`config.mk`:
```
export PLATFORM = sky130hd
export DESIGN_NAME = inv_mix_columns_seq
export DESIGN_NICKNAME = d
export VERILOG_FILES = /design/src/rtl/inv_mix_columns_seq.sv
export SDC_FILE = /design/constraint.sdc
export NUM_CORES = 1
export LEC_CHECK = 0
export CORE_MARGIN = 10
export CORE_UTILIZATION = 50
export CTS_BUF_LIST = sky130_fd_sc_hd__clkbuf_4
export CTS_CLUSTER_SIZE = 16
export DETAILED_ROUTE_END_ITERATION = 8
export DONT_BUFFER_PORTS = 1
export SLEW_MARGIN = 15
export SYNTH_ARGS = -nofsm -noshare
export SYNTH_HDL_FRONTEND = slang
export SYNTH_SLANG_ARGS = --single-unit
```
`constraint.sdc`:
```
create_clock -name clk -period 8 [get_ports clk]
set_input_delay 1.2 -clock clk [delete_from_list [all_inputs] [get_ports clk]]
set_output_delay 1.2 -clock clk [all_outputs]
set_load 0.01 [all_outputs]
```
`src/rtl/inv_mix_columns_seq.sv`:
```
// ----------------------------------------------------------------------------
// inv_mix_columns_seq
//
// Sequential InvMixColumns stage of the AES-128 decryption datapath. A
// 128-bit state is taken over a valid/ready handshake, transformed in place
// COLS_PER_CYCLE columns per clock, and presented over a second valid/ready
// handshake. A per-transaction bypass flag passes the state through unchanged
// (final decryption round) with the same latency as a normal transaction.
//
// Ports:
//   clk        rising-edge clock
//   rst        asynchronous active-high reset
//   in_valid   input state valid
//   in_ready   stage can accept a state this cycle
//   in_state   input state, column-major; byte k at [127-8k -: 8]
//   in_bypass  sampled with in_state; 1 = pass through unchanged
//   out_valid  result valid
//   out_ready  downstream accepts the result
//   out_state  result state (the work register)
//
// Parameters:
//   COLS_PER_CYCLE  columns processed per clock: 1, 2 or 4
// ----------------------------------------------------------------------------
module inv_mix_columns_seq #(
    parameter int unsigned COLS_PER_CYCLE = 1
) (
    input  logic         clk,
    input  logic         rst,
    input  logic         in_valid,
    output logic         in_ready,
    input  logic [127:0] in_state,
    input  logic         in_bypass,
    output logic         out_valid,
    input  logic         out_ready,
    output logic [127:0] out_state
);

    if (COLS_PER_CYCLE != 1 && COLS_PER_CYCLE != 2 && COLS_PER_CYCLE != 4) begin : g_bad_cols
        $error("inv_mix_columns_seq: COLS_PER_CYCLE must be 1, 2 or 4");
    end

    localparam logic [1:0] StIdle = 2'd0;
    localparam logic [1:0] StBusy = 2'd1;
    localparam logic [1:0] StDone = 2'd2;

    // Step of 4 truncates to 0: with four columns per cycle the counter never moves.
    localparam logic [1:0] CntStep = 2'(COLS_PER_CYCLE);
    localparam logic [1:0] LastCnt = 2'(4 - COLS_PER_CYCLE);

    // ------------------------------------------------------------------------
    // GF(2^8) constant multipliers, reduction polynomial x^8+x^4+x^3+x+1
    // ------------------------------------------------------------------------
    function automatic logic [7:0] xtime(input logic [7:0] b);
        return {b[6:0], 1'b0} ^ (b[7] ? 8'h1b : 8'h00);
    endfunction

    function automatic logic [7:0] mul_09(input logic [7:0] b);
        logic [7:0] x2, x4, x8;
        x2 = xtime(b);
        x4 = xtime(x2);
        x8 = xtime(x4);
        return x8 ^ b;
    endfunction

    function automatic logic [7:0] mul_0b(input logic [7:0] b);
        logic [7:0] x2, x4, x8;
        x2 = xtime(b);
        x4 = xtime(x2);
        x8 = xtime(x4);
        return x8 ^ x2 ^ b;
    endfunction

    function automatic logic [7:0] mul_0d(input logic [7:0] b);
        logic [7:0] x2, x4, x8;
        x2 = xtime(b);
        x4 = xtime(x2);
        x8 = xtime(x4);
        return x8 ^ x4 ^ b;
    endfunction

    function automatic logic [7:0] mul_0e(input logic [7:0] b);
        logic [7:0] x2, x4, x8;
        x2 = xtime(b);
        x4 = xtime(x2);
        x8 = xtime(x4);
        return x8 ^ x4 ^ x2;
    endfunction

    // One column; row 0 sits in the most significant byte.
    function automatic logic [31:0] inv_mix_col(input logic [31:0] col);
        logic [7:0] s0, s1, s2, s3;
        logic [7:0] r0, r1, r2, r3;
        s0 = col[31:24];
        s1 = col[23:16];
        s2 = col[15:8];
        s3 = col[7:0];
        r0 = mul_0e(s0) ^ mul_0b(s1) ^ mul_0d(s2) ^ mul_09(s3);
        r1 = mul_09(s0) ^ mul_0e(s1) ^ mul_0b(s2) ^ mul_0d(s3);
        r2 = mul_0d(s0) ^ mul_09(s1) ^ mul_0e(s2) ^ mul_0b(s3);
        r3 = mul_0b(s0) ^ mul_0d(s1) ^ mul_09(s2) ^ mul_0e(s3);
        return {r0, r1, r2, r3};
    endfunction

    // ------------------------------------------------------------------------
    // State
    // ------------------------------------------------------------------------
    logic [1:0]   state_q, state_d;
    logic [127:0] work_q, work_d;
    logic         bypass_q, bypass_d;
    logic [1:0]   cnt_q, cnt_d;

    // ------------------------------------------------------------------------
    // Column datapath: COLS_PER_CYCLE column lanes starting at cnt_q
    // ------------------------------------------------------------------------
    logic [31:0] col_q [4];
    logic [1:0]  grp_idx [COLS_PER_CYCLE];
    logic [31:0] grp_new [COLS_PER_CYCLE];
    logic [127:0] busy_work;

    for (genvar c = 0; c < 4; c++) begin : g_col
        assign col_q[c] = work_q[127-32*c -: 32];
    end

    for (genvar g = 0; g < int'(COLS_PER_CYCLE); g++) begin : g_lane
        assign grp_idx[g] = cnt_q + 2'(g);
        assign grp_new[g] = bypass_q ? col_q[grp_idx[g]] : inv_mix_col(col_q[grp_idx[g]]);
    end

    always_comb begin
        busy_work = work_q;
        for (int c = 0; c < 4; c++) begin
            for (int g = 0; g < int'(COLS_PER_CYCLE); g++) begin
                if (grp_idx[g] == 2'(c)) begin
                    busy_work[127-32*c -: 32] = grp_new[g];
                end
            end
        end
    end

    // ------------------------------------------------------------------------
    // Control
    // ------------------------------------------------------------------------
    always_comb begin
        logic load;
        load      = 1'b0;
        state_d   = state_q;
        work_d    = work_q;
        bypass_d  = bypass_q;
        cnt_d     = cnt_q;
        in_ready  = 1'b0;
        out_valid = 1'b0;

        case (state_q)
            StIdle: begin
                in_ready = 1'b1;
                load     = in_valid;
            end
            StBusy: begin
                work_d = busy_work;
                cnt_d  = cnt_q + CntStep;
                if (cnt_q == LastCnt) begin
                    state_d = StDone;
                end
            end
            StDone: begin
                out_valid = 1'b1;
                // Consuming the result frees the work register in the same cycle,
                // so a waiting input can be taken back-to-back.
                if (out_ready) begin
                    in_ready = 1'b1;
                    if (in_valid) begin
                        load = 1'b1;
                    end else begin
                        state_d = StIdle;
                    end
                end
            end
            default: begin
                state_d = StIdle;
            end
        endcase

        if (load) begin
            work_d   = in_state;
            bypass_d = in_bypass;
            cnt_d    = 2'd0;
            state_d  = StBusy;
        end
    end

    always_ff @(posedge clk or posedge rst) begin
        if (rst) begin
            state_q  <= StIdle;
            work_q   <= '0;
            bypass_q <= 1'b0;
            cnt_q    <= 2'd0;
        end else begin
            state_q  <= state_d;
            work_q   <= work_d;
            bypass_q <= bypass_d;
            cnt_q    <= cnt_d;
        end
    end

    assign out_state = work_q;

endmodule
```
==> flow_summary.ini <==
[sta]
drv_slew = 0
timing.setup.tns_ns = 0
slew_headroom = 0.184
worst_pin_slew_ns = 1.22
finalClockSkew_ns = 0.0274
rsz0062_at_grt = no
hold_viol = 0
fmax_ghz = 0.240
period_minus_slack_ns = 4.17
min_period_over_period = 0.521
setup_viol = 0

[clock_tree]
cts_tree = built
post-cts-setup-buffers = 0
clockRootBuffer = clkbuf_4
ctsHoldBuffers = 0
clkSlewWorstSetupHoldPaths_ns = 0.13
clk_path_buf_depth = 2
cts_sinks = 133
numCtsBuffers = 17
worst_skew_pair.late_latency_ns = 0.56
cts_resized = 0
htree_levels = 4

[logic_synthesis]
synth_warnings = 0
synth-main-ff-cell = dfrtp_1
yosysSeqAreaShare = 0.335
ys_types = 43
synth-edff-count = 0
synth_nets = 1100
netlist_top_cells_area = dfrtp_1 34%, xnor2_1 9.6%, xnor3_1 8.4%, mux4_2 6.6%, a21oi_1 5.5%
synthCells = 963
syn_avg_cell_area_sq_um = 10.3
async_flop_share = 1.00
synth-seq-cells = 133
synth_area_leader_cell = dfrtp_1
syn_area_sq_um = 9930
synth_top_area_frac = 0.335

[placement]
place_hpwl_mm = 25.8
place.gp.congestion = 0.926
portBuffers = 0

[die]
die_area_sq_um = 25900
boundaryPins = 263
die_w_microns = 161
start_util = 0.509
row_count = 51
die_h_microns = 161
coreArea_sq_um = 19500

[routing]
wl_per_cell_microns = 29.1
drt_first_pass_iters = 6
drt_wl_total_mm = 34.5
via_per_inst = 6.63
drc = 0
dr.first_iter.drc_count = 955
antenna_left = 0
vias = 7870

[global_routing]
grt_pass1_wl_mm = 51.5
antenna_found_initial = 2
grt_pass1_vias = 7908
grt_max_degree = 91
grt_util_all_layers = 0.258
grt_overflow_total = 0

[worst_setup_path]
ff2ff_path_depth = 8
worst_ep_required_time_ns = 8.50
worstSetupStartpointType = flop
crit_path_start = cnt_q[1]$_DFFE_PP0P_
crit-reg2reg-launch = cnt_q[1]$_DFFE_PP0P_
cp-end-kind = flop
cp.arrival_ns = 4.67
cp_max_fo = 23
path_class = flop to flop

[finish]
multiInputGateArea_sq_um = 6140
post_route_cells_drive_above_1_share = 0.130
nets = 1044
ff_latch_area_sq_um = 3330
nFillCells = 1813
final_common_cell = dfrtp_1
layout_common_cells = 130 x dfrtp_1, 109 x xnor2_1, 109 x a21oi_1, 97 x nor2_1, 63 x nand2_1
area_growth_syn_to_layout_pct = 2.91

[flow_run]
max_cap_violations = 0

[status]
outcome = complete, no violations

[min_path]
hold_path.class = input port to asynchronous set/reset pin
==> worst paths after layout <==
kind | endpoint | slack (ns)
setup / recovery | out_state[73]$_DFFE_PP0P_ | 3.83
hold / removal | out_state[76]$_DFFE_PP0P_ | 0.53
setup reg to reg | out_state[73]$_DFFE_PP0P_ | 3.83
hold reg to reg | state_q[1]$_DFFE_PP0P_ | 0.57
max in group asynchronous | cnt_q[1]$_DFFE_PP0P_ | 5.98
min in group clk | state_q[1]$_DFFE_PP0P_ | 0.57
==> final cells by class <==
cell class | instances | share of cell area
well taps | 265 | 0.0324
clock buffers | 18 | 0.0132
multi-input cells | 735 | 0.601
repair buffers | 16 | 0.0118
clock inverters | 14 | 0.0132
flip-flops and latches | 133 | 0.326
inverters | 4 | 0.00196
diodes | 2 | 0.000490
==> kinds of logic after synthesis <==
family | share of synthesized area
AOI/OAI and AO/OA | 0.193
xor gates and xnor gates | 0.247
adders and majority gates | 0.00504
buffers and inverters | 0.0474
DFF | 0.335
muxes | 0.0873
and+or+nand+nor | 0.0857
==> sequential cells by signal, summed over array words and instances (netlist names) <==
name and flops:
bypass_q 1, cnt_q 2, out_state 128, state_q 2
==> layer usage <==
layer	vias to the layer above	part of all wire	track usage	wire length, microns
met5	-	0	0	0
met4	0	0.018	0.0699	611
met3	47	0.10	0.0800	3540
met2	433	0.50	0.426	17200
met1	4008	0.38	0.320	13200
li1	3382	-	-	-
==> per-stage QoR <==
step	instance area (sq um)	setup WS, ns	util	hold slack (ns)	cells
2_1_floorplan	9930	3.25	-	0.472	963
3_3_place_gp	9950	3.86	0.509	0.546	1153
3_5_place_dp	9950	3.83	0.509	0.541	1153
4_1_cts	10200	3.82	0.523	0.528	1185
5_1_grt	10200	3.60	0.523	0.529	1187
6_report	10200	3.83	0.523	0.529	1187
==> synth_stat cells, types with 3 or more instances <==
cell type  count
mux2i_1        9
buf_4         10
xnor3_1       37
and3_1         7
inv_1          4
nand2b_1       6
a222oi_1      20
xor3_1         6
o221a_2       23
xnor2_2        7
a31oi_1        8
o21ai_0       59
o22ai_1        4
nor2_1        97
a21o_1        32
a21oi_1      109
clkbuf_1      60
buf_6          6
dfrtp_1      133
or3_1         17
a221o_1        8
nand2_1       64
ha_1           4
and2_1         5
a221oi_1       8
nor2b_1        3
mux4_2        29
o221ai_1      12
buf_2         12
mux4_1         3
mux2_2         4
xor2_1        31
xnor2_1      109
o21ai_1        5
==> worst max-delay path, stage by stage, from the launching register on <==
cell      delay (ns)
dfrtp_2         0.66
buf_4           0.46
mux4_1          1.01
xnor3_2         0.58
xor2_4          0.23
xor2_2          0.25
xnor3_1         0.52
o221ai_1        0.20
mux2_2          0.19
Power is left out: the tool's default activity adds up to more than one toggle a clock period on the data nets, which glitch-free logic cannot reach.
